--- src/rtl/uart_txrx_pkg.sv ---
// Shared types and helpers for the uart_txrx transceiver: FSM encodings and the
// oversample divider calculation so peripherals and benches agree on the bit period.
package uart_txrx_pkg;

    typedef enum logic [1:0] {TxIdle, TxStart, TxData, TxStop} tx_state_e;
    typedef enum logic [2:0] {RxIdle, RxStart, RxData, RxStop, RxBreak} rx_state_e;

    // Rounded freq/(16*baud), never below 1.
    function automatic int unsigned calc_div(input int unsigned freq_hz, input int unsigned baud);
        int unsigned d;
        d = (freq_hz + 8 * baud) / (16 * baud);
        return (d < 1) ? 1 : d;
    endfunction

endpackage

--- src/rtl/uart_txrx_if.sv ---
// Bus-side signals between the J1 UART peripheral (master) and the transceiver core (slave).
interface uart_txrx_if;
    logic       tx_wr;
    logic [7:0] tx_data;
    logic       tx_busy;
    logic [7:0] rx_data;
    logic       rx_avail;
    logic       rx_error;
    logic       rx_ack;

    modport master (output tx_wr, tx_data, rx_ack,
                    input  tx_busy, rx_data, rx_avail, rx_error);
    modport slave  (input  tx_wr, tx_data, rx_ack,
                    output tx_busy, rx_data, rx_avail, rx_error);
endinterface

--- src/rtl/uart_baud_tick.sv ---
// Free-running divider: one-clock tick every Div clocks, synchronous reset.
module uart_baud_tick #(
    parameter int unsigned Div = 54
) (
    input  logic clk,
    input  logic reset,
    output logic tick
);
    localparam int unsigned CntW = (Div > 1) ? $clog2(Div) : 1;
    localparam logic [CntW-1:0] Last = CntW'(Div - 1);

    logic [CntW-1:0] cnt_q;

    always_ff @(posedge clk) begin
        if (reset || cnt_q == Last) cnt_q <= '0;
        else                        cnt_q <= cnt_q + 1'b1;
    end

    assign tick = (cnt_q == Last);
endmodule

--- src/rtl/uart_txrx.sv ---
// 8N1 UART transceiver: bit-timed transmitter plus 16x oversampled receiver with
// start validation and sticky avail/error flags cleared by acknowledge.
module uart_txrx
    import uart_txrx_pkg::*;
#(
    parameter int unsigned freq_hz = 100000000,
    parameter int unsigned baud    = 115200
) (
    input  logic         clk,
    input  logic         reset,
    uart_txrx_if.slave   bus,
    output logic         uart_txd,
    input  logic         uart_rxd
);
    localparam int unsigned Div     = calc_div(freq_hz, baud);
    localparam int unsigned BitClks = 16 * Div;
    localparam int unsigned TimerW  = $clog2(BitClks);
    localparam logic [TimerW-1:0] TimerLast = TimerW'(BitClks - 1);

    // ---------------- transmitter ----------------
    tx_state_e         tx_state_q, tx_state_d;
    logic [TimerW-1:0] tx_timer_q, tx_timer_d;
    logic [2:0]        tx_bit_q, tx_bit_d;
    logic [7:0]        tx_shift_q, tx_shift_d;
    logic              txd_q, txd_d;
    logic              tx_busy_q;

    always_comb begin
        tx_state_d = tx_state_q;
        tx_timer_d = tx_timer_q + 1'b1;
        tx_bit_d   = tx_bit_q;
        tx_shift_d = tx_shift_q;
        unique case (tx_state_q)
            TxIdle: begin
                tx_timer_d = '0;
                if (bus.tx_wr) begin
                    tx_state_d = TxStart;
                    tx_shift_d = bus.tx_data;
                end
            end
            TxStart: if (tx_timer_q == TimerLast) begin
                tx_state_d = TxData;
                tx_timer_d = '0;
                tx_bit_d   = '0;
            end
            TxData: if (tx_timer_q == TimerLast) begin
                tx_timer_d = '0;
                tx_shift_d = {1'b0, tx_shift_q[7:1]};
                tx_bit_d   = tx_bit_q + 1'b1;
                if (tx_bit_q == 3'd7) tx_state_d = TxStop;
            end
            TxStop: if (tx_timer_q == TimerLast) begin
                tx_state_d = TxIdle;
                tx_timer_d = '0;
            end
            default: tx_state_d = TxIdle;
        endcase
        // Line level is registered from the next state so it changes with the state.
        unique case (tx_state_d)
            TxStart: txd_d = 1'b0;
            TxData:  txd_d = tx_shift_d[0];
            default: txd_d = 1'b1;
        endcase
    end

    always_ff @(posedge clk) begin
        if (reset) begin
            tx_state_q <= TxIdle;
            tx_timer_q <= '0;
            tx_bit_q   <= '0;
            tx_shift_q <= '0;
            txd_q      <= 1'b1;
            tx_busy_q  <= 1'b0;
        end else begin
            tx_state_q <= tx_state_d;
            tx_timer_q <= tx_timer_d;
            tx_bit_q   <= tx_bit_d;
            tx_shift_q <= tx_shift_d;
            txd_q      <= txd_d;
            tx_busy_q  <= (tx_state_d != TxIdle);
        end
    end

    assign uart_txd    = txd_q;
    assign bus.tx_busy = tx_busy_q;

    // ---------------- receiver ----------------
    logic rxd_meta_q, rxd_s;
    logic tick;

    uart_baud_tick #(.Div(Div)) u_tick (
        .clk  (clk),
        .reset(reset),
        .tick (tick)
    );

    rx_state_e  rx_state_q, rx_state_d;
    logic [3:0] rx_ticks_q, rx_ticks_d;
    logic [2:0] rx_bit_q, rx_bit_d;
    logic [7:0] rx_shift_q, rx_shift_d;
    logic [7:0] rx_data_q, rx_data_d;
    logic       rx_avail_q, rx_avail_d;
    logic       rx_error_q, rx_error_d;

    always_comb begin
        rx_state_d = rx_state_q;
        rx_ticks_d = rx_ticks_q;
        rx_bit_d   = rx_bit_q;
        rx_shift_d = rx_shift_q;
        rx_data_d  = rx_data_q;
        // Ack clears first so a same-cycle stop completion still raises the flags.
        rx_avail_d = rx_avail_q & ~bus.rx_ack;
        rx_error_d = rx_error_q & ~bus.rx_ack;
        unique case (rx_state_q)
            RxIdle: if (tick && !rxd_s) begin
                rx_state_d = RxStart;
                rx_ticks_d = '0;
            end
            RxStart: if (tick) begin
                if (rx_ticks_q == 4'd7) begin
                    rx_ticks_d = '0;
                    rx_bit_d   = '0;
                    rx_state_d = rxd_s ? RxIdle : RxData;
                end else begin
                    rx_ticks_d = rx_ticks_q + 1'b1;
                end
            end
            RxData: if (tick) begin
                rx_ticks_d = rx_ticks_q + 1'b1;
                if (rx_ticks_q == 4'd15) begin
                    rx_shift_d = {rxd_s, rx_shift_q[7:1]};
                    rx_bit_d   = rx_bit_q + 1'b1;
                    if (rx_bit_q == 3'd7) rx_state_d = RxStop;
                end
            end
            RxStop: if (tick) begin
                rx_ticks_d = rx_ticks_q + 1'b1;
                if (rx_ticks_q == 4'd15) begin
                    if (rxd_s) begin
                        rx_data_d  = rx_shift_q;
                        rx_error_d = rx_error_d | rx_avail_d;
                        rx_avail_d = 1'b1;
                        rx_state_d = RxIdle;
                    end else begin
                        rx_error_d = 1'b1;
                        rx_state_d = RxBreak;
                    end
                end
            end
            RxBreak: if (rxd_s) rx_state_d = RxIdle;
            default: rx_state_d = RxIdle;
        endcase
    end

    always_ff @(posedge clk) begin
        if (reset) begin
            rxd_meta_q <= 1'b1;
            rxd_s      <= 1'b1;
            rx_state_q <= RxIdle;
            rx_ticks_q <= '0;
            rx_bit_q   <= '0;
            rx_shift_q <= '0;
            rx_data_q  <= '0;
            rx_avail_q <= 1'b0;
            rx_error_q <= 1'b0;
        end else begin
            rxd_meta_q <= uart_rxd;
            rxd_s      <= rxd_meta_q;
            rx_state_q <= rx_state_d;
            rx_ticks_q <= rx_ticks_d;
            rx_bit_q   <= rx_bit_d;
            rx_shift_q <= rx_shift_d;
            rx_data_q  <= rx_data_d;
            rx_avail_q <= rx_avail_d;
            rx_error_q <= rx_error_d;
        end
    end

    assign bus.rx_data  = rx_data_q;
    assign bus.rx_avail = rx_avail_q;
    assign bus.rx_error = rx_error_q;
endmodule
--- src/flat_wrapper.sv ---
// flat-port wrapper written by rule: the top's interface ports become plain ports
module uart_txrx_flat import uart_txrx_pkg::*;
#(
    parameter int unsigned freq_hz = 100000000,
    parameter int unsigned baud    = 115200
)
  (clk, reset, uart_txd, uart_rxd, bus_tx_wr, bus_tx_data, bus_rx_ack, bus_tx_busy, bus_rx_data, bus_rx_avail, bus_rx_error);
  uart_txrx_if bus_i ();
  input  logic clk;
  input  logic reset;
  output logic uart_txd;
  input  logic uart_rxd;
  input wire logic [$bits(bus_i.tx_wr)-1:0] bus_tx_wr;
  input wire logic [$bits(bus_i.tx_data)-1:0] bus_tx_data;
  input wire logic [$bits(bus_i.rx_ack)-1:0] bus_rx_ack;
  output wire logic [$bits(bus_i.tx_busy)-1:0] bus_tx_busy;
  output wire logic [$bits(bus_i.rx_data)-1:0] bus_rx_data;
  output wire logic [$bits(bus_i.rx_avail)-1:0] bus_rx_avail;
  output wire logic [$bits(bus_i.rx_error)-1:0] bus_rx_error;
  assign bus_i.tx_wr = bus_tx_wr;
  assign bus_i.tx_data = bus_tx_data;
  assign bus_i.rx_ack = bus_rx_ack;
  assign bus_tx_busy = bus_i.tx_busy;
  assign bus_rx_data = bus_i.rx_data;
  assign bus_rx_avail = bus_i.rx_avail;
  assign bus_rx_error = bus_i.rx_error;
  uart_txrx #(.freq_hz(freq_hz), .baud(baud)) u_core (.clk(clk), .reset(reset), .bus(bus_i), .uart_txd(uart_txd), .uart_rxd(uart_rxd));
endmodule
--- config.mk ---
export PLATFORM = sky130hd
export DESIGN_NAME = uart_txrx_flat
export DESIGN_NICKNAME = d
export VERILOG_FILES = /design/src/rtl/uart_txrx_pkg.sv /design/src/rtl/uart_txrx_if.sv /design/src/rtl/uart_baud_tick.sv /design/src/rtl/uart_txrx.sv /design/src/flat_wrapper.sv
export SDC_FILE = /design/constraint.sdc
export NUM_CORES = 1
export LEC_CHECK = 0
export BUFFER_PORTS_ARGS = -buffer_cell sky130_fd_sc_hd__buf_2
export CAP_MARGIN = 20
export CORE_ASPECT_RATIO = 2
export CORE_MARGIN = 4
export CORE_UTILIZATION = 45
export DETAILED_ROUTE_END_ITERATION = 8
export PLACE_DENSITY = 0.61
export SETUP_SLACK_MARGIN = 0.5
export SKIP_LAST_GASP = 1
export SLEW_MARGIN = 0
export SYNTH_ARGS = -nofsm -noshare
export SYNTH_HDL_FRONTEND = slang
export SYNTH_SLANG_ARGS = --single-unit
--- constraint.sdc ---
create_clock -name clk -period 5.28 [get_ports clk]
set_input_delay 0.528 -clock clk [delete_from_list [all_inputs] [get_ports clk]]
set_output_delay 0.528 -clock clk [all_outputs]
set_load 0.01 [all_outputs]
# Yosys cells after proc, flatten, opt, wreduce, memory -nomap -nowiden
# Cells that the tools add are included.
# W data, S select, Z words.
word_totals:
  register_bits: 61
  output_inout_bits: 12
  word_cells: 118
classes:
  addsub: 5
  eq_ne: 28
  n_mux: 45
  bitwise_logic: 4
  reduce_logical: 19
ops:
  columns: ["op", "count"]
  rows:
  - ["$mux W3", 16]
  - ["$ne A2 B1 Y1 const B", 12]
  - ["$pmux W10 S2", 1]
  - ["$mux W4", 4]
  - ["$mux W8", 2]
  - ["$pmux W8 S2", 1]
  - ["$pmux W3 S5", 1]
  - ["$mux W2", 6]
  - ["$pmux W3 S2", 2]
  - ["$pmux W4 S3", 1]
  - ["$add A10 B1 Y10 const B", 1]
  - ["$eq A10 B10 Y1 const B", 1]
  - ["$mux W10", 1]
  - ["$eq A3 B3 Y1 const B", 3]
  - ["$reduce_and A3 Y1", 3]
  - ["$reduce_and A9 Y1", 1]
  - ["$mux W1", 8]
  - ["$pmux W2 S4", 1]
  - ["$reduce_and A4 Y1", 2]
  - ["$reduce_bool A2 Y1", 4]
  - ["$add A3 B1 Y3 const B", 2]
  - ["$add A6 B1 Y6 const B", 1]
  - ["$eq A2 B2 Y1 const B", 3]
  - ["$eq A3 B2 Y1 const B", 2]
  - ["20 further kinds", 22]

# Longest topological paths before layout
logic_depth:
  word_depth: 7
  mapped_depth: 9
  ltp_nobuf: 7

# Cells and area by module
# A second synthesis with hierarchy kept.
unflattened:
  cells_unflattened: 307
  area_unflattened_um2: 2788.9
modules_own_cells:
  columns: ["mod", "instances", "cells_each", "area_per_inst_um2", "seq_area_each_um2"]
  rows:
  - ["uart_txrx", 1, 278, 2527.4, 1101.1]
  - ["uart_baud_tick", 1, 29, 261.5, 120.1]

# Worst setup path after synthesis
# Ideal clock, no wire load.
synth_path:
  path_type: "flip-flop to flip-flop"
  startpoint: "register u_core.tx_timer_q[0]"
  endpoint: "register u_core.txd_q (netlist: u_core.uart_txd)"
  arrival_ps: 1799
  t_required_ps: 5160
  slack_ps: 3361
  path_stages_with_launch: 7
  n_path_buf: 0
  path_cell_list: "dfxtp_1 -> ha_1 -> nand4_1 -> or3_4 -> mux2_4 -> a311o_1 -> o31a_1"
synth_between:
  elab_chain_len: 5
synth_rtl:
  columns: ["element", "line", "text"]
  rows:
  - ["start: declaration", "uart_txrx.sv:22", "logic [TimerW-1:0] tx_timer_q, tx_timer_d;"]
  - ["start signal: assignment", "uart_txrx.sv:76", "tx_timer_q <= tx_timer_d;"]
  - ["$eq A10 B10 Y1 *", "uart_txrx.sv:41, uart_txrx.sv:46, uart_txrx.sv:52", null]
  - ["$mux W2, on equally long branches", "uart_txrx.sv:52, uart_txrx.sv:41, uart_txrx.sv:46", null]
  - ["$pmux W2 S4", "uart_txrx.sv:33", "unique case (tx_state_q)"]
  - ["$eq A2 B2 Y1 / $eq A2 B1 Y1 (equally long branches)", "uart_txrx.sv:59", "unique case (tx_state_d)"]
  - ["$pmux W1 S2 *", "uart_txrx.sv:59", null]
  - ["end signal: assignment", "uart_txrx.sv:79", "txd_q <= txd_d;"]
  - ["end: declaration", "uart_txrx.sv:25", "logic txd_q, txd_d;"]
# Mark *: on every way between the ends. The rest lies on a longest branch, timed or not. The select of a mux whose other input is x is not followed.
# A chain may end at the register's enable or synchronous reset.

# Final worst setup path
layout_path:
  startpoint: "register u_core.rx_ticks_q[0]"
  endpoint: "register u_core.rx_data_q[7] (netlist: u_core.bus.rx_data[7])"
layout_between:
  elab_chain_len: 2
layout_rtl:
  columns: ["element", "line", "text"]
  rows:
  - ["start: declaration", "uart_txrx.sv:98", "logic [3:0] rx_ticks_q, rx_ticks_d;"]
  - ["start signal: assignment", "uart_txrx.sv:170", "rx_ticks_q <= rx_ticks_d;"]
  - ["$eq A4 B4 Y1", "uart_txrx.sv:138", "if (rx_ticks_q == 4'd15) begin"]
  - ["$reduce_and A4 Y1 (no source line)", null, null]
  - ["end signal: assignment", "uart_txrx.sv:173", "rx_data_q <= rx_data_d;"]
  - ["end: declaration", "uart_txrx.sv:101", "logic [7:0] rx_data_q, rx_data_d;"]
# No other way between the ends.

==> metrics.cfg <==
[critical_path]
crit_path_end_kind=flip-flop
timing.critical_path.from=u_core.rx_ticks_q[0]
worstReg2RegStart=u_core.rx_ticks_q[0]
crit_type=reg2reg
rr_endpoint=u_core.bus.rx_data[7]
arrival_ps=2430
crit_family=simple AND/OR/NAND/NOR gates
max_stage_delay_ps=530
cp-start-kind=flip-flop
cp_max_fo=12
endpoint=u_core.bus.rx_data[7]
cp_cell_sequence=ha_1 -> nand3_1 -> nor3_1 -> buf_4 -> nand4_1 -> mux2i_1 -> nor2_1
cp.depth=7
r2r_cells=7
r2r_slack_ps=3030
cp.required_ps=5460
cp_num_buf_inv=1
slowest_stage=nand4_1

[global_route]
grt_pass1_vias=2263
grt-ovfl-total=0
grt_pass1_wl_um=10100
grt_max_degree=56
grt_util_all_layers_pct=17.1
grt_antenna_before_repair=0

[synthesis]
synth_edf_count=0
yosys-top-cells-count=dfxtp_1 (61), nor2_1 (42), nand2_1 (28)
synth_nets=347
avgSynthCellArea_um2=8.67
ys_dominant_reg_cell=dfxtp_1
ys_ff_latch=61
synth_top_family_by_area=simple AND/OR/NAND/NOR gates
synth_adder_area_share_pct=5.38
synthXorXnorAreaFrac_pct=3.77
synth.most_common_cell=dfxtp_1
synth-simple-area-share_pct=22.3
synth_top_area_cell=dfxtp_1
synth-compound-area-share_pct=16.1
ys_warn_count=0
synth_area_um2=2790
muxShareOfSynthArea_pct=4.13
ys_seq_area_share_pct=43.8
async_flop_share_pct=0
yosysTopAreaCellShare_pct=43.8
synthTopCellsByArea=dfxtp_1 (44%), nor2_1 (5.7%), ha_1 (5.4%)
netlist_instances=322
ys_types=48

[timing]
post-route-min-period_ps=2250
rsz0062_at_grt=false
period_share_pct=42.6
worst_pin_slew_ps=1000
setup_violations=0
fin_setup_tns_ps=0
finalMaxSlewViolations=0
whs_ps=383
hold_viol=0
fin_skew_ps=4.69
max_freq_mhz=445
relSlewSlack_pct=33.1

[placement]
io_buffer_count=24
dp_hpwl_um=4030
gp_congestion=0.865

[power_and_ir_drop]
sw_frac_of_total_pct=22.6
p_switching_w=0.000258
p_comb_share_pct=7.3
p_seq_share_pct=42.5
leakage_nw=1.27
ir_worst_vdd_mv=0.220
intPower_w=0.000883
p_clk_share_pct=50.1
power.density_nw_per_um2=355

[clocking]
cts_buffers=9
clkSinkCount=61
cts_buffer_depth=2
postCtsSetupRepairBufs=0
insertion_delay_ps=330
cts_root_buf=clkbuf_16
cts_tree=built
cts_hold_buf=0
path_clk_slew_ps=50
htreeDepth=3
post_cts_resized=0

[die]
die_h_um=119
ios=25
die_x_um=63.7
core_area_um2=6010
row_count=40
dieArea_um2=7600
start_util_pct=46.5

[job]
cap_violations=0

[route]
routed_wl_um=5890
postRouteAntennaNets=0
vias_per_cell=5.72
first_iter_violations=182
wire_per_inst_um=14.4
firstDrtPassIters=4
drc=0
vias=2334

[worst_hold_path]
hold_class=in2reg

[status]
status=completed

[layout]
area_growth_pct=15.3
layout.nets=365
layout-drive-gt1-share_pct=13.6
fillers=570
num_antenna_cells=0
postLayoutCoreUtil_pct=53.6

-- area by class of cell --
cell class	count	area (um2)	share of cell area [%]
Sequential cell	61	1220	37.9
Clock inverter	4	47.5	1.48
Multi-Input combinational cell	230	1440	44.9
Clock buffer	12	246	7.66
Inverter	12	45.0	1.40
Tap cell	63	78.8	2.45
Timing Repair Buffer	26	135	4.20
-- cell families (layout without fill, tap and decap cells) --
group | count (synthesis) | in the layout
AOI/OAI and AO/OA | 66 | 66
xor gates and xnor gates | 12 | 12
adders and majority gates | 12 | 12
buffers and inverters | 31 | 54
DFF | 61 | 61
muxes | 11 | 11
and+or+nand+nor | 129 | 129
-- power by group through the flow --
stage | logic [W] | clock network (W) | registers, W
after floorplan | 0.0000674 | 0 | 0.000489
after global placement | 0.0000818 | 0 | 0.000495
after detailed placement | 0.0000826 | 0 | 0.000495
after CTS | 0.0000836 | 0.000593 | 0.000485
after global routing | 0.0000941 | 0.000612 | 0.000487
final | 0.0000836 | 0.000572 | 0.000486
-- placed cells by master (no fill, tap or decap), types with 7 or more instances in the layout --
cell type,instances
nor2_1,42
o21ai_0,9
a32oi_1,7
nor3_1,10
dfxtp_1,61
buf_2,24
ha_1,12
nand2_1,28
nand3_1,16
mux2i_1,10
a211oi_1,8
inv_1,12
clkbuf_16,9
a21oi_1,22
-- metrics by stage --
step	area (um2)	power [W]	worst slack [ps]	cells
after floorplan	2790	0.000557	3360	322
after global placement	2920	0.000577	3030	392
after detailed placement	2920	0.000578	3020	392
after CTS	3220	0.00116	3010	408
after global routing	3220	0.00119	2780	408
final	3220	0.00114	3030	408
-- flip-flops by register name, summed over array words and instances (netlist names), 2 cells and up --
name and flops:
u_core.tx_state_q 2, u_core.rx_state_q 3, u_core.tx_shift_q 8, u_core.rx_ticks_q 4
u_core.tx_timer_q 10, u_core.bus.rx_data 8, u_core.u_tick.cnt_q 6, u_core.rx_bit_q 3
u_core.rx_shift_q 8, u_core.tx_bit_q 3
-- layer usage --
layer,up-vias,GRT usage (%),wire [um]
met5,-,0,0
met4,0,13.7,277
met3,21,4.43,187
met2,45,28.9,3030
met1,1086,17.2,2390
li1,1182,-,-
-- worst min-delay path by stage --
stage,start,to,slack [ps],cells after the start
floorplan,u_core.rxd_meta_q,u_core.rxd_s,390,1
global placement,u_core.rxd_meta_q,u_core.rxd_s,390,1
detailed placement,u_core.rxd_meta_q,u_core.rxd_s,410,1
CTS,uart_rxd,u_core.rxd_meta_q,370,2
global route,uart_rxd,u_core.rxd_meta_q,370,2
finish,uart_rxd,u_core.rxd_meta_q,380,2
(Power assumes the default switching activity.)
